### config.mk
export PLATFORM = sky130hd
export DESIGN_NAME = cart_sav_reader
export DESIGN_NICKNAME = d
export VERILOG_FILES = /design/src/rtl/cart_sav_reader.sv
export SDC_FILE = /design/constraint.sdc
export NUM_CORES = 1
export LEC_CHECK = 0
export ABC_AREA = 1
export BUFFER_PORTS_ARGS = -buffer_cell sky130_fd_sc_hd__buf_2
export CAP_MARGIN = 20
export CORE_ASPECT_RATIO = 2
export CORE_MARGIN = 5
export CORE_UTILIZATION = 52
export DETAILED_ROUTE_END_ITERATION = 12
export GPL_ROUTABILITY_DRIVEN = 1
export PLACE_DENSITY = 0.95
export SETUP_SLACK_MARGIN = 0.1
export SLEW_MARGIN = 40
export SYNTH_ARGS = -nofsm -noshare
export SYNTH_HDL_FRONTEND = slang
export SYNTH_SLANG_ARGS = --single-unit
export TNS_END_PERCENT = 10
### constraint.sdc
create_clock -name clk_sys -period 3.55 [get_ports clk_sys]
set_input_delay 0 -clock clk_sys [delete_from_list [all_inputs] [get_ports clk_sys]]
set_output_delay 0 -clock clk_sys [all_outputs]
set_load 0.01 [all_outputs]
### src/rtl/cart_sav_reader.sv
// Cart-RAM save export: serves HPS ioctl upload reads by fetching 16-bit words
// from the SDRAM cart-RAM region, stalling the HPS with ioctl_wait meanwhile.
module cart_sav_reader #(
  parameter logic [23:0] RAM_BASE = 24'h100000,
  parameter int          RD_LAT   = 2
) (
  input  logic        clk_sys,
  input  logic        reset_n,
  input  logic        ce,
  input  logic [7:0]  ram_size,
  input  logic        ioctl_upload,
  input  logic        ioctl_rd,
  input  logic [24:0] ioctl_addr,
  output logic [15:0] ioctl_din,
  output logic        ioctl_wait,
  output logic        upload_active,
  output logic [23:0] mem_addr,
  output logic        mem_oe,
  output logic [1:0]  mem_ds,
  input  logic [15:0] mem_dout
);

  localparam logic [2:0] LP_RD_LAT = 3'(RD_LAT);

  typedef enum logic [1:0] {
    S_IDLE,
    S_ALIGN,
    S_READ
  } state_t;

  state_t      r_state;
  logic [2:0]  r_ce_cnt;
  logic [15:0] r_din;
  logic        r_wait;
  logic        r_upload_active;
  logic [23:0] r_mem_addr;
  logic        r_mem_oe;

  logic [23:0] w_off;
  logic [16:0] w_limit;
  logic        w_in_range;
  logic [2:0]  w_ce_next;
  logic        w_last_ce;
  logic        w_addr_lsb_unused;

  // Save-file size in 16-bit words for the cart header RAM-size code.
  function automatic logic [16:0] word_limit(input logic [7:0] sz);
    case (sz)
      8'd1:    word_limit = 17'd1024;
      8'd2:    word_limit = 17'd4096;
      8'd3:    word_limit = 17'd16384;
      8'd4:    word_limit = 17'd65536;
      8'd5:    word_limit = 17'd32768;
      default: word_limit = 17'd0;
    endcase
  endfunction

  assign w_off             = ioctl_addr[24:1];
  assign w_addr_lsb_unused = ioctl_addr[0];
  assign w_limit           = word_limit(ram_size);
  assign w_in_range        = (w_off < {7'd0, w_limit});
  assign w_ce_next         = r_ce_cnt + 3'd1;
  assign w_last_ce         = (w_ce_next == LP_RD_LAT);

  always_ff @(posedge clk_sys or negedge reset_n) begin
    if (!reset_n) begin
      r_state         <= S_IDLE;
      r_ce_cnt        <= 3'd0;
      r_din           <= 16'd0;
      r_wait          <= 1'b0;
      r_upload_active <= 1'b0;
      r_mem_addr      <= 24'd0;
      r_mem_oe        <= 1'b0;
    end else begin
      // A dropped upload is only released once any read in flight has finished.
      if (ioctl_upload)
        r_upload_active <= 1'b1;
      else if (r_state == S_IDLE)
        r_upload_active <= 1'b0;

      case (r_state)
        S_IDLE: begin
          if (ioctl_rd && r_upload_active) begin
            if (w_in_range) begin
              r_mem_addr <= RAM_BASE + w_off;
              r_wait     <= 1'b1;
              r_state    <= S_ALIGN;
            end else begin
              r_din <= 16'hFFFF;
            end
          end
        end
        S_ALIGN: begin
          if (ce) begin
            r_mem_oe <= 1'b1;
            r_ce_cnt <= 3'd0;
            r_state  <= S_READ;
          end
        end
        S_READ: begin
          if (ce) begin
            r_ce_cnt <= w_ce_next;
            if (w_last_ce) begin
              r_din    <= mem_dout;
              r_mem_oe <= 1'b0;
              r_wait   <= 1'b0;
              r_state  <= S_IDLE;
            end
          end
        end
        default: r_state <= S_IDLE;
      endcase
    end
  end

  assign ioctl_din     = r_din;
  assign ioctl_wait    = r_wait;
  assign upload_active = r_upload_active;
  assign mem_addr      = r_mem_addr;
  assign mem_oe        = r_mem_oe;
  assign mem_ds        = r_mem_oe ? 2'b11 : 2'b00;

endmodule

== After elaboration in Yosys (flattened, before gate mapping) ==
Index checks and enable logic that the tools add are counted.

* $add $sub $neg: 2
* Magnitude comparators: 1
* Equality and inequality tests: 14
* Muxes and demuxes: 25
* Reduce and logical (&&, ||, !) cells: 11

{| class="wikitable"
|+ Operators with widths
! kind !! number
|-
| 17-bit one-hot mux with 5 select lines || 1
|-
| 16-bit 2-to-1 mux || 4
|-
| 16-bit one-hot mux with 2 select lines || 1
|-
| 21-bit by 24-bit adder with 24-bit output, first input constant || 1
|-
| 24-bit by 17-bit less-than comparator with 1-bit output || 1
|-
| 8-bit by 2-bit == test with 1-bit output, second input constant || 2
|-
| 8-bit by 3-bit == test with 1-bit output, second input constant || 2
|-
| 5-bit AND reduction || 3
|-
| 2-bit 2-to-1 mux || 6
|-
| 2-bit inequality test, second input constant || 5
|-
| 8-bit by 1-bit == test with 1-bit output, second input constant || 1
|-
| 1-bit 2-to-1 mux || 7
|-
| 3-bit 2-to-1 mux || 2
|-
| 2-bit one-hot mux with 3 select lines || 1
|-
| 3-bit one-hot mux with 2 select lines || 1
|-
| 3-bit AND reduction || 2
|-
| 2-bit nonzero test || 3
|-
| 1-bit one-hot mux with 2 select lines || 2
|-
| 4-bit AND reduction || 1
|-
| 3-bit by 1-bit adder with 3-bit output, second input constant || 1
|-
| 3-bit by 2-bit == test with 1-bit output, second input constant || 1
|-
| 2-bit by 1-bit == test with 1-bit output, second input constant || 1
|-
| 2-bit == test, second input constant || 1
|-
| 2-bit zero test || 1
|-
| other kinds (2) || 2
|}

* Bits in registers: 48
* Output and inout port bits: 45

== Logic depth before layout (Yosys ltp) ==
* Word-level depth: 6
* Mapped depth: 17
* Depth with buffers taken out: 17

== Worst setup path before layout ==
OpenSTA, ideal clock, no wires.

* Path kind: input port to flip-flop
* Start point: input port ram_size[7]
* End point: register r_mem_addr[21] (netlist: mem_addr[21])
* Arrival: 1.866 ns
* Required time: 3.434 ns
* Path slack: 1.568 ns
* Stages: 15
* Buffers on the path: 1
* Cell sequence: or2_0 nor2_1 inv_1 nor3b_1 nand3_1 ha_1 nand2_1 inv_1 nor3_1 nand2_1 nand2_2 nand4_1 buf_4 nand2_1 nand2_1

* Word-level cells in the longest chain between the ends: 4

{| class="wikitable"
|+ Ends and longest elaborated chain
! element !! RTL line !! RTL
|-
| start: declaration || 10 || <nowiki>input logic [7:0] ram_size,</nowiki>
|-
| 8-bit by 3-bit == test with 1-bit output, or another cell as far along || 48 || <nowiki>case (sz)</nowiki>
|-
| 17-bit one-hot mux with 5 select lines * || 48 ||
|-
| 24-bit by 17-bit less-than comparator with 1-bit output * || 61 || <nowiki>assign w_in_range = (w_off < {7'd0, w_limit});</nowiki>
|-
| 3-bit AND reduction (no line) * || - ||
|-
| end signal: assignment || 85 || <nowiki>r_mem_addr <= RAM_BASE + w_off;</nowiki>
|-
| end: declaration || 36 || <nowiki>logic [23:0] r_mem_addr;</nowiki>
|}

Every way passes the cells marked *; elsewhere a longest branch is shown, timed or not.
A chain may end at the register's enable or synchronous reset.

== Final worst setup path ==
* Start point: input port ram_size[7]
* End point: register r_mem_addr[10] (netlist: mem_addr[10])

Same word-level chain as after synthesis.

==> metrics <==
FF-to-FF End ioctl_din[11]$_DFFE_PN0P_; clk root buf clkbuf_8; worst endpoint required time 3.77 ns; die span in x ~58 um; via/cell ratio roughly 5.0; H-tree depth 2; Initial Utilization 0.525; most frequent cells in the layout nand2_1, buf_2, dfrtp_1, nand3_1, dlygate4sd3_1; Overflow after GRT 0; Most Frequent Cell on Critical Path nand2_1; Die Height approximately 110 um; Slew Viols, Final 0; Worst-path clk slew ~0.08 ns; RePlAce Congestion approximately 0.82; number of remaining DRC errors 0; Setup TNS 0 ns; CTS tree done; top cells by area, synth dfrtp_1, nand2_1, ha_1; post-synthesis register bit count 48; max incr delay on CP approximately 0.5 ns; peak supply drop 603 uV; CTS max path bufs 2; Max stage delay cell, worst path nor2_4; Setup Skew between 0.002 and 0.003 ns; PostCTS Resize Cnt 0; CP arrival about 2.8 ns; Logic pwr share 0.444; via count around 2300; startpoint type of the worst setup path input pin; hold path start ce; fin crit share 0.719; Fmax a little under 400 MHz; worst-path cell chain buf_2 -> or2_0 -> nor2_1 -> inv_1 -> nor3b_1 -> nand3_1 -> ha_1 -> nand2_1 -> nor2_1 -> nor3_1 -> nand2_1 -> nand2_2 -> nand3_4 -> nor2_4 -> nand2_1 -> nand2_1; Synth top area share 0.502; number of DRC violations after detailed-routing iteration 0 slightly above 100; Clock Power Share 0.133; Final min period around 2.6 ns; Ports 99; layout cell share with drive strength beyond 1 0.312; area leader, netlist dfrtp_1; Worst-Margin Slew just over 0.6 ns; Sw Share 0.397; ant diodes 0; CP Capture Type flop; Worst Hold Class input pin to flop; final WL ~6300 um; Max Cap Viol 0; IO Port Bufs 97; 1st-pass router iterations 4; Antenna Nets Post-Route 0; reg2reg path depth 8; crit-path max FO 23; Slew HR 0.598; layout net count 467; Int Power between 1 and 1.5 mW; global-route usage over all layers 0.213; reg-to-reg critical path startpoint r_state[1]$_DFFE_PN0P_; cell area after synthesis 2390 um^2; vias in the first global route 2379; final setup vio count 0; P_sw just under 900 uW; Mean Syn Cell Area 8.30 um^2; FF-to-FF setup slack 1.41 ns; sequential fraction of design power 0.423; clock sinks 48; status complete, no violations; most common cell after layout, fill and taps aside nand2_1; pin count of the biggest net entering global routing a little under 50; LEAKAGE 1.77 nW; sequential area share after synthesis 0.502; Mapped Nets approximately 350; Synth Warn # 0; post-synthesis cell count 288; DIE AREA just over 6000 um^2; Cell variety after synth 29; RSZ-0062 raised after global routing no; hold endpoint mem_oe$_DFFE_PN0P_; Setup CP Type input pin to flop; Detailed Place HPWL ~4400 um; WHS Path Cells 3; Area after DPL 2870 um^2; WL/cell 13.7 um; area of the core ~4600 um^2; initial antenna violation count 0; Rows 35; global-route wire length before repair approximately 10000 um; post-route design area about 3200 um^2; worst skew pair latency roughly 0.29 ns; Layout area overhead 32.5%; P per Cell Area between 600 and 700 nW/um^2; final number of hold-violating endpoints 0; CTS buffer count 5
cell usage after synthesis:
library cell / count
or2_0: 2
nor2_4: 1
nand3_1: 22
nor3b_1: 3
buf_4: 5
o22ai_1: 1
a211oi_1: 1
inv_1: 16
xor2_1: 1
dfrtp_1: 48
a21oi_4: 1
clkbuf_1: 2
buf_6: 3
o21ai_0: 2
buf_2: 1
nand2_4: 1
ha_1: 9
nor2_2: 1
nand2_1: 127
o21bai_1: 1
nand2_2: 1
mux2i_1: 1
nand4_1: 1
nand3_4: 1
nor3_1: 2
nor4_1: 1
nor2_1: 12
a21oi_1: 5
or2_2: 16
area by class of cell:
class	instances	area, um^2
clock inverter	1	5.00
sequential	48	1200
inverter	16	60.1
multi-input combinational	213	1050
tap	55	68.8
timing repair buffer	120	716
fill	342	1390
clock buffer	6	72.6
kinds of logic after synthesis:
kind of cell,Yosys count,share of synthesized area
flip-flops,48,0.502
multiplexers,1,0.00419
XOR/XNOR,1,0.00366
adder cells (fa/ha/maj),9,0.0471
buffers and inverters,27,0.0602
AO/OA/AOI/OAI,11,0.0304
AND/OR/NAND/NOR,191,0.352
worst max path at each step:
stage           startpoint                        to  depth (start not counted)
2_1_floorplan  ram_size[7]  mem_addr[21]$_DFFE_PN0P_                         15
3_3_place_gp   ram_size[7]  mem_addr[17]$_DFFE_PN0P_                         13
3_5_place_dp   ram_size[7]  mem_addr[21]$_DFFE_PN0P_                         14
4_1_cts        ram_size[7]  mem_addr[21]$_DFFE_PN0P_                         16
5_1_grt        ram_size[7]  mem_addr[10]$_DFFE_PN0P_                         16
6_report       ram_size[7]  mem_addr[10]$_DFFE_PN0P_                         16
per-stage QoR:
step           hold slack [ns]  utilization  total power [mW]  std cells  setup WS [ns]
6_report                0.0144        0.696              2.22        459          0.998
5_1_grt                 0.0161        0.696              2.39        459          0.761
4_1_cts                0.00203        0.696              2.23        459           1.11
3_5_place_dp            0.0480        0.630              1.91        430          0.812
3_3_place_gp             0.195        0.628              1.86        429          0.719
2_1_floorplan           -0.296            -              1.55        288           1.57
registers in the layout (all words and copies together) (netlist names):
| signal | cells |
|---|---|
| mem_addr | 24 |
| r_ce_cnt | 3 |
| ioctl_din | 16 |
| ioctl_wait | 1 |
| mem_oe | 1 |
| upload_active | 1 |
| r_state | 2 |
power by group through the flow:
| stage | clock network, mW | logic [mW] | registers (mW) |
|---|---|---|---|
| after floorplan | 0 | 0.505 | 1.04 |
| after global placement | 0 | 0.927 | 0.928 |
| after detailed placement | 0 | 0.971 | 0.942 |
| after CTS | 0.307 | 0.991 | 0.934 |
| after global routing | 0.322 | 1.10 | 0.966 |
| final | 0.294 | 0.985 | 0.939 |
routing by layer:
layer | wire [um] | part of all wire | up-vias | global-route usage
li1 | - | - | 1126 | -
met1 | 2220 | 0.35 | 1078 | 0.230
met2 | 3640 | 0.58 | 93 | 0.406
met3 | 335 | 0.053 | 6 | 0.0292
met4 | 81 | 0.013 | 0 | 0.0730
met5 | 0 | 0 | - | 0
repair_timing:
action,in CTS,in global routing
setup endpoints to repair,0,0
hold endpoints to repair,69,0
buffers inserted,0,0
hold buffers,22,0
critical path, delay by kind of cell:
kind,cells,cell delay (ns)
simple gates,13,2.27
buf+inv,2,0.18
fa+ha+maj,1,0.30
(Power assumes the default switching activity.)
